--- src/rtl/rv_pkg.sv ---
// Shared RV32I pipeline constants and the fetch FSM state type.
package rv_pkg;

  localparam int XLEN = 32;
  localparam logic [31:0] NOP_INSTR = 32'h0000_0013;

  localparam int RS1_HI = 19;
  localparam int RS1_LO = 15;
  localparam int RS2_HI = 24;
  localparam int RS2_LO = 20;

  typedef enum logic [1:0] {
    S_FETCH = 2'd0,
    S_HOLD  = 2'd1,
    S_DROP  = 2'd2
  } fetch_state_t;

endpackage

--- src/rtl/fetch_hold_buf.sv ---
// One-entry skid register holding an instruction that arrived while ID was stalled.
module fetch_hold_buf #(
  parameter int PC_W = 32
) (
  input  logic            clk,
  input  logic            rst_n,
  input  logic            load,
  input  logic            clear,
  input  logic            consume,
  input  logic [PC_W-1:0] pc_in,
  input  logic [31:0]     instr_in,
  output logic [PC_W-1:0] pc,
  output logic [31:0]     instr,
  output logic            valid
);

  always_ff @(posedge clk or negedge rst_n) begin
    if (!rst_n) begin
      pc    <= '0;
      instr <= '0;
      valid <= 1'b0;
    end else if (clear) begin
      valid <= 1'b0;
    end else if (load) begin
      pc    <= pc_in;
      instr <= instr_in;
      valid <= 1'b1;
    end else if (consume) begin
      valid <= 1'b0;
    end
  end

endmodule

--- src/rtl/fetch_unit.sv ---
// IF stage: PC, imem handshake, IF/ID register; optional perf counters via FETCH_PERF_EN.
//
// state   | meaning
// S_FETCH | request outstanding at pc, waiting for / accepting the response
// S_HOLD  | response captured in the hold buffer while ID is stalled
// S_DROP  | waiting out the response to an address abandoned by a redirect
module fetch_unit #(
  parameter int              XLEN      = rv_pkg::XLEN,
  parameter logic [XLEN-1:0] RESET_PC  = '0,
  parameter logic [31:0]     NOP_INSTR = rv_pkg::NOP_INSTR
) (
  input  logic            clk,
  input  logic            rst_n,
  input  logic            stall,
  input  logic            branch_taken,
  input  logic [XLEN-1:0] branch_target,
  output logic            imem_req,
  output logic [XLEN-1:0] imem_addr,
  input  logic            imem_rvalid,
  input  logic [31:0]     imem_rdata,
  output logic [XLEN-1:0] IF_ID_pc,
  output logic [31:0]     IF_ID_instr,
  output logic            IF_ID_valid,
  output logic [4:0]      IF_ID_Rs1,
  output logic [4:0]      IF_ID_Rs2
`ifdef FETCH_PERF_EN
  ,
  output logic [31:0]     perf_stall_cnt,
  output logic [31:0]     perf_redirect_cnt
`endif
);

  import rv_pkg::fetch_state_t;
  import rv_pkg::S_FETCH;
  import rv_pkg::S_HOLD;
  import rv_pkg::S_DROP;
  import rv_pkg::RS1_HI;
  import rv_pkg::RS1_LO;
  import rv_pkg::RS2_HI;
  import rv_pkg::RS2_LO;

  fetch_state_t    state, state_nxt;
  logic [XLEN-1:0] pc;

  logic ctl_redirect, ctl_pc_inc, ctl_load_mem, ctl_load_buf, ctl_bubble;
  logic ctl_buf_load, ctl_buf_consume;

  logic [XLEN-1:0] buf_pc;
  logic [31:0]     buf_instr;
  logic            buf_valid;

  fetch_hold_buf #(.PC_W(XLEN)) u_hold_buf (
    .clk      (clk),
    .rst_n    (rst_n),
    .load     (ctl_buf_load),
    .clear    (ctl_redirect),
    .consume  (ctl_buf_consume),
    .pc_in    (pc),
    .instr_in (imem_rdata),
    .pc       (buf_pc),
    .instr    (buf_instr),
    .valid    (buf_valid)
  );

  always_ff @(posedge clk or negedge rst_n) begin
    if (!rst_n) state <= S_FETCH;
    else        state <= state_nxt;
  end

  // Redirect outranks stall; a redirect without a same-cycle response leaves one in flight.
  always_comb begin
    state_nxt = state;
    if (branch_taken) begin
      case (state)
        S_FETCH: state_nxt = imem_rvalid ? S_FETCH : S_DROP;
        S_HOLD:  state_nxt = S_FETCH;
        S_DROP:  state_nxt = imem_rvalid ? S_FETCH : S_DROP;
        default: state_nxt = S_FETCH;
      endcase
    end else begin
      case (state)
        S_FETCH: if (imem_rvalid && stall) state_nxt = S_HOLD;
        S_HOLD:  if (!stall) state_nxt = S_FETCH;
        S_DROP:  if (imem_rvalid) state_nxt = S_FETCH;
        default: state_nxt = S_FETCH;
      endcase
    end
  end

  always_comb begin
    imem_req        = rst_n && (state == S_FETCH);
    ctl_redirect    = branch_taken;
    ctl_pc_inc      = 1'b0;
    ctl_load_mem    = 1'b0;
    ctl_load_buf    = 1'b0;
    ctl_bubble      = 1'b0;
    ctl_buf_load    = 1'b0;
    ctl_buf_consume = 1'b0;
    if (!branch_taken) begin
      case (state)
        S_FETCH: begin
          if (imem_rvalid && !stall) begin
            ctl_load_mem = 1'b1;
            ctl_pc_inc   = 1'b1;
          end else if (imem_rvalid) begin
            ctl_buf_load = 1'b1;
          end else if (!stall) begin
            ctl_bubble = 1'b1;
          end
        end
        S_HOLD: begin
          if (!stall) begin
            ctl_load_buf    = 1'b1;
            ctl_buf_consume = 1'b1;
            ctl_pc_inc      = 1'b1;
          end
        end
        default: ;
      endcase
    end
  end

  assign imem_addr = pc;

  always_ff @(posedge clk or negedge rst_n) begin
    if (!rst_n)            pc <= RESET_PC;
    else if (ctl_redirect) pc <= branch_target;
    else if (ctl_pc_inc)   pc <= pc + XLEN'(4);
  end

  always_ff @(posedge clk or negedge rst_n) begin
    if (!rst_n) begin
      IF_ID_pc    <= '0;
      IF_ID_instr <= NOP_INSTR;
      IF_ID_valid <= 1'b0;
    end else if (ctl_redirect) begin
      IF_ID_pc    <= '0;
      IF_ID_instr <= NOP_INSTR;
      IF_ID_valid <= 1'b0;
    end else if (ctl_load_mem) begin
      IF_ID_pc    <= pc;
      IF_ID_instr <= imem_rdata;
      IF_ID_valid <= 1'b1;
    end else if (ctl_load_buf && buf_valid) begin
      IF_ID_pc    <= buf_pc;
      IF_ID_instr <= buf_instr;
      IF_ID_valid <= 1'b1;
    end else if (ctl_bubble) begin
      IF_ID_instr <= NOP_INSTR;
      IF_ID_valid <= 1'b0;
    end
  end

  assign IF_ID_Rs1 = IF_ID_valid ? IF_ID_instr[RS1_HI:RS1_LO] : 5'd0;
  assign IF_ID_Rs2 = IF_ID_valid ? IF_ID_instr[RS2_HI:RS2_LO] : 5'd0;

`ifdef FETCH_PERF_EN
  always_ff @(posedge clk or negedge rst_n) begin
    if (!rst_n) begin
      perf_stall_cnt    <= '0;
      perf_redirect_cnt <= '0;
    end else begin
      if (stall && IF_ID_valid && (perf_stall_cnt != 32'hFFFF_FFFF))
        perf_stall_cnt <= perf_stall_cnt + 32'd1;
      if (branch_taken && (perf_redirect_cnt != 32'hFFFF_FFFF))
        perf_redirect_cnt <= perf_redirect_cnt + 32'd1;
    end
  end
`endif

endmodule

--- config.mk ---
export PLATFORM = sky130hd
export DESIGN_NAME = fetch_unit
export DESIGN_NICKNAME = d
export VERILOG_FILES = /design/src/rtl/rv_pkg.sv /design/src/rtl/fetch_hold_buf.sv /design/src/rtl/fetch_unit.sv
export SDC_FILE = /design/constraint.sdc
export NUM_CORES = 1
export LEC_CHECK = 0
export CAP_MARGIN = 40
export CORE_MARGIN = 8
export CORE_UTILIZATION = 49
export DETAILED_ROUTE_END_ITERATION = 6
export HOLD_SLACK_MARGIN = 0.02
export PLACE_DENSITY_LB_ADDON = 0.3
export SETUP_SLACK_MARGIN = 0.3
export SYNTH_ARGS = -nofsm -noshare
export SYNTH_HDL_FRONTEND = slang
export SYNTH_SLANG_ARGS = --single-unit
export TNS_END_PERCENT = 1
--- constraint.sdc ---
create_clock -name clk -period 2 [get_ports clk]
set_clock_uncertainty 0.15 [all_clocks]
set_input_delay 0.3 -clock clk [delete_from_list [all_inputs] [get_ports clk]]
set_output_delay 0.3 -clock clk [all_outputs]
set_load 0.05 [all_outputs]
Word level (Yosys, flattened, before mapping)
Index checks and enable logic that the tools add are counted.
{"block": "classes", "n_addsub": 1, "n_eq_ne": 5, "muxes": 41, "n_bitwise": 1, "reduce_logical": 13}
{"cell": "2-to-1 mux 32 bit", "n": 9}
{"cell": "adder 32 x 3 -> 32 bit (second input constant)", "n": 1}
{"cell": "2-to-1 mux 1 bit", "n": 22}
{"cell": "2-to-1 mux 2 bit", "n": 6}
{"cell": "2-to-1 mux 5 bit", "n": 2}
{"cell": "!= test 3 bit (second input constant)", "n": 3}
{"cell": "one-hot mux 2 bit (3 select lines)", "n": 1}
{"cell": "nonzero test 3 bit", "n": 2}
{"cell": "logical AND 1 bit", "n": 4}
{"cell": "nonzero test 4 bit", "n": 1}
{"cell": "AND reduction 3 bit", "n": 1}
{"cell": "== test 2 x 1 -> 1 bit (second input constant)", "n": 1}
{"cell": "== test 2 bit (second input constant)", "n": 1}
{"cell": "logical NOT 2 bit", "n": 1}
{"cell": "one-hot mux 1 bit (2 select lines)", "n": 1}
{"cell": "AND reduction 2 bit", "n": 1}
{"cell": "nonzero test 2 bit", "n": 1}
{"cell": "OR reduction 2 bit", "n": 1}
{"cell": "logical NOT 1 bit", "n": 1}
{"cell": "inverter 1 bit", "n": 1}
{"block": "word_totals", "ff_bits": 164, "in_bits": 69, "out_inout_bits": 108, "wordCells": 69}

Longest topological paths before layout
{"block": "depth", "ltp_word": 9, "depth_mapped": 8, "ltp_nobuf": 5}

Modules after synthesis
From an unflattened synthesis, not the netlist that was laid out.
{"block": "hier_totals", "cells_unflattened": 703, "hier_area_um2": 7890.1}
{"module": "fetch_unit", "instances": 1, "cells_per_inst": 563, "area_each_um2": 5148.7, "seq_area_each_um2": 2481.1}
{"module": "fetch_hold_buf", "instances": 1, "cells_per_inst": 140, "area_each_um2": 2741.4, "seq_area_each_um2": 1626.6}

Worst setup path before layout
OpenSTA, ideal clock, no wires.
{"block": "synth_timing", "path_type": "register to register", "from": "register pc[6] (netlist: imem_addr[6])", "to": "register pc[29] (netlist: imem_addr[29])", "setup_time_ps": 77, "arrival_ps": 1920, "required_time_ps": 1773, "path_slack_ps": -146, "path_stages_with_launch": 7, "n_path_buf": 1, "period_less_slack_ps": 2146, "cell_sequence": "dfrtp_1 -> nand4_2 -> nor4_4 -> buf_6 -> nand4_2 -> xor2_1 -> o21ai_1"}
{"block": "synth_between", "elab_chain_len": 3}
{"element": "start, declared", "line": "fetch_unit.sv:43", "source": "logic [XLEN-1:0] pc;"}
{"element": "start signal, assigned", "line": "fetch_unit.sv:127", "source": "else if (ctl_redirect) pc <= branch_target;"}
{"element": "start signal, assigned", "line": "fetch_unit.sv:128", "source": "else if (ctl_pc_inc) pc <= pc + XLEN'(4);"}
{"element": "adder 32 x 3 -> 32 bit", "line": "fetch_unit.sv:128"}
{"element": "2-to-1 mux 32 bit", "line": "fetch_unit.sv:128"}
{"element": "2-to-1 mux 32 bit", "line": "fetch_unit.sv:127"}
No other way between the ends. The select of a mux whose other input is x is not followed.
A chain may end at the register's enable or synchronous reset.

Worst setup path in the final report
{"block": "layout_timing", "from": "register state[1]", "to": "output imem_req"}
{"block": "layout_between", "elab_chain_len": 2}
{"element": "start, declared", "line": "fetch_unit.sv:42", "source": "fetch_state_t state, state_nxt;"}
{"element": "start signal, assigned", "line": "fetch_unit.sv:67", "source": "else state <= state_nxt;"}
{"element": "logical NOT 2 bit", "line": "fetch_unit.sv:91", "source": "imem_req = rst_n && (state == S_FETCH);"}
{"element": "logical AND 1 bit", "line": "fetch_unit.sv:91"}
{"element": "end, declared", "line": "fetch_unit.sv:17", "source": "output logic imem_req,"}
No other way between the ends.

==> impl_metrics.json <==
{
  "critPathRequiredTime_ns": 1.55,
  "grt_antenna_before_repair": 0,
  "ios": 177,
  "drc_errors": 0,
  "cts_buffers": 17,
  "timing.slew.headroom_pct": 51.1,
  "die_x_um": 137,
  "initial_core_util_pct": 49.6,
  "yosysUniqueCellTypes": 37,
  "syn_area_per_cell_um2": 10.9,
  "drv_slew": 0,
  "clock_path_buffers": 2,
  "hold_viol": 0,
  "p_per_area_mw_per_mm2": 923,
  "drv_cap": 0,
  "utilization_pct": 70.9,
  "grt_pass1_vias": 6220,
  "first_iter_violations": 486,
  "diodes": 0,
  "ant_nets": 0,
  "fin_crit_sh_pct": 92.2,
  "drt-pass1-iter-count": 6,
  "cp-start-kind": "flip-flop",
  "numPortBuffers": 176,
  "synth_common_cells": "dfrtp_1 (161), nand2_1 (73), mux2_2 (64)",
  "setup_violations": 0,
  "synthCells": 654,
  "grt_pass1_wl_mm": 31.8,
  "gp_congestion": 0.801,
  "final_layout_size_suffix_gt1_share_pct": 28.1,
  "synth.area.top_cells": "dfrtp_1 (57%), mux2_2 (10%), a222oi_1 (4.1%)",
  "period_needed_ns": 1.84,
  "syn-cell-area_mm2": 0.00713,
  "ys_warn_count": 0,
  "critical_path_arrival_ns": 1.39,
  "async_flop_share_pct": 100,
  "wl_per_cell_um": 18.9,
  "dpl.hpwl_mm": 13.8,
  "status": "finished, final reports clean",
  "synth_edf_count": 0,
  "wl_mm": 20.0,
  "insertion_delay_ns": 0.43,
  "worstPathMaxFanout": 5,
  "fmax_ghz": 0.543,
  "hp-class": "primary input to flip-flop",
  "coreArea_mm2": 0.0144,
  "gr-total-overflow": 0,
  "ir_worst_vdd_mv": 0.588,
  "syn2layout_area_growth_pct": 43.0,
  "path_class": "flip-flop to primary output",
  "fp-row-count": 44,
  "grt_max_degree": 134,
  "synth_top_flop_cell": "dfrtp_1",
  "p_leak_nw": 4.82,
  "tritoncts": "yes",
  "yosysTopAreaCellShare_pct": 56.5,
  "final_cells": 1057,
  "seq_area_frac_synth_pct": 57.6,
  "clock-sinks": 164,
  "h-tree-depth": 4,
  "gr-usage-all-layers_pct": 21.7,
  "clkTransAtPathRegs_ns": 0.06,
  "fin_nets": 934,
  "worstSetupEndpointType": "primary output",
  "dieArea_mm2": 0.0187,
  "fillerInstances": 1068,
  "drt-vias-per-instance": 5.56,
  "synth_most_common_cell": "dfrtp_1",
  "syn-num-nets": 724,
  "vias": 5872,
  "synth-seq-cells": 164,
  "placedCellCount": 1018,
  "synth_largest_area_cell": "dfrtp_1",
  "cts-root-buf": "clkbuf_16",
  "rsz0062_at_grt": "true",
  "tightest_slew_ns": 0.734,
  "die_h_um": 137
}
[cell type report]
class | instances | area (um^2) | area share [%]
flip-flops and latches | 164 | 4120 | 40.4
multi-input cells | 412 | 2800 | 27.5
repair buffers | 235 | 2330 | 22.8
clock buffers | 23 | 488 | 4.79
well taps | 184 | 230 | 2.26
inverters | 34 | 128 | 1.25
clock inverters | 5 | 100 | 0.982
[state kept, by name (all words and copies together), names as in the netlist]
register / flops
state: 2
IF_ID_instr: 32
IF_ID_pc: 32
IF_ID_valid: 1
u_hold_buf.valid: 1
imem_addr: 32
u_hold_buf.pc: 32
u_hold_buf.instr: 32
[stage by stage]
step / total power [mW] / hold slack (ns) / setup slack (ns) / setup TNS, ns / instance area, um^2
after floorplan: 5.28 / -0.146 / -0.0998 / -0.744 / 7130
after global placement: 6.05 / 0.222 / -0.179 / -14.11 / 9430
after detailed placement: 6.15 / 0.229 / -0.243 / -19.91 / 9430
after CTS: 9.40 / 0.0571 / 0.193 / 0 / 10000
after global routing: 9.75 / 0.0868 / 0.120 / 0 / 10200
final: 9.40 / 0.0587 / 0.157 / 0 / 10200
[worst max-delay path, cell delays in order, from the launching register on]
cell	delay, ns
dfrtp_2	0.44
buf_12	0.14
nor3b_4	0.22
buf_12	0.17
[worst paths after layout]
path | depth (start not counted) | endpoint | slack (ns) | startpoint
setup / recovery | 3 | imem_req | 0.16 | state[1]
max in group asynchronous | 3 | IF_ID_valid | 0.57 | rst_n
hold / removal | 3 | state[1] | 0.06 | branch_taken
hold reg to reg | 2 | IF_ID_instr[1] | 0.32 | IF_ID_instr[1]
setup reg to reg | 6 | imem_addr[11] | 0.22 | state[0]
min in group asynchronous | 3 | u_hold_buf.valid | 0.49 | rst_n
[timing repair]
| item | CTS | global route |
|---|---|---|
| endpoints found under the setup margin | 145 | 202 |
| buffers inserted | 0 | 8 |
| hold endpoints to repair | 161 | 0 |
| hold buffers | 1 | 0 |
| pin swaps | 3 | 4 |
| gates resized for setup | 69 | 12 |
| gates cloned | 0 | 2 |
[routing by layer]
| layer | track usage (%) | vias up | share of wire (%) |
|---|---|---|---|
| met5 | 0 | - | 0 |
| met2 | 35.9 | 225 | 49 |
| met1 | 25.4 | 2917 | 40 |
| met3 | 8.70 | 23 | 9.8 |
| met4 | 6.41 | 0 | 1.2 |
| li1 | - | 2707 | - |
[logic make-up after synthesis]
kind of cell,share of synthesized area (%)
AOI/OAI and AO/OA,11.7
buffers and inverters,4.42
muxes,10.3
DFF,57.6
xor gates and xnor gates,3.56
adders and majority gates,0.176
and+or+nand+nor,12.3
[placed cells by master, fill, tap and decap left out, types with 3 or more instances in the layout]
| cell type | instances |
|---|---|
| a21oi_1 | 35 |
| a222oi_1 | 29 |
| and2_1 | 15 |
| and3_1 | 6 |
| buf_12 | 24 |
| buf_4 | 91 |
| buf_6 | 5 |
| bufinv_16 | 3 |
| clkbuf_16 | 18 |
| clkbuf_8 | 4 |
| clkdlybuf4s15_1 | 4 |
| clkdlybuf4s50_1 | 66 |
| dfrtp_1 | 154 |
| dfrtp_2 | 7 |
| dfstp_2 | 3 |
| dlygate4sd2_1 | 40 |
| inv_1 | 34 |
| mux2_2 | 64 |
| nand2_1 | 71 |
| nand3_1 | 14 |
| nand4_1 | 12 |
| nor2_1 | 38 |
| nor3_1 | 3 |
| o21ai_0 | 52 |
| o21ai_1 | 12 |
| o22ai_1 | 3 |
| xnor2_1 | 11 |
| xor2_1 | 18 |
[where the power goes]
group	switching [mW]	internal [mW]	total, mW
Combinational	1.14	0.825	1.97
Clock	1.25	2.06	3.31
Sequential	0.306	3.82	4.12
Total	2.69	6.71	9.40
No activity file was read; power rests on OpenSTA's default activity.
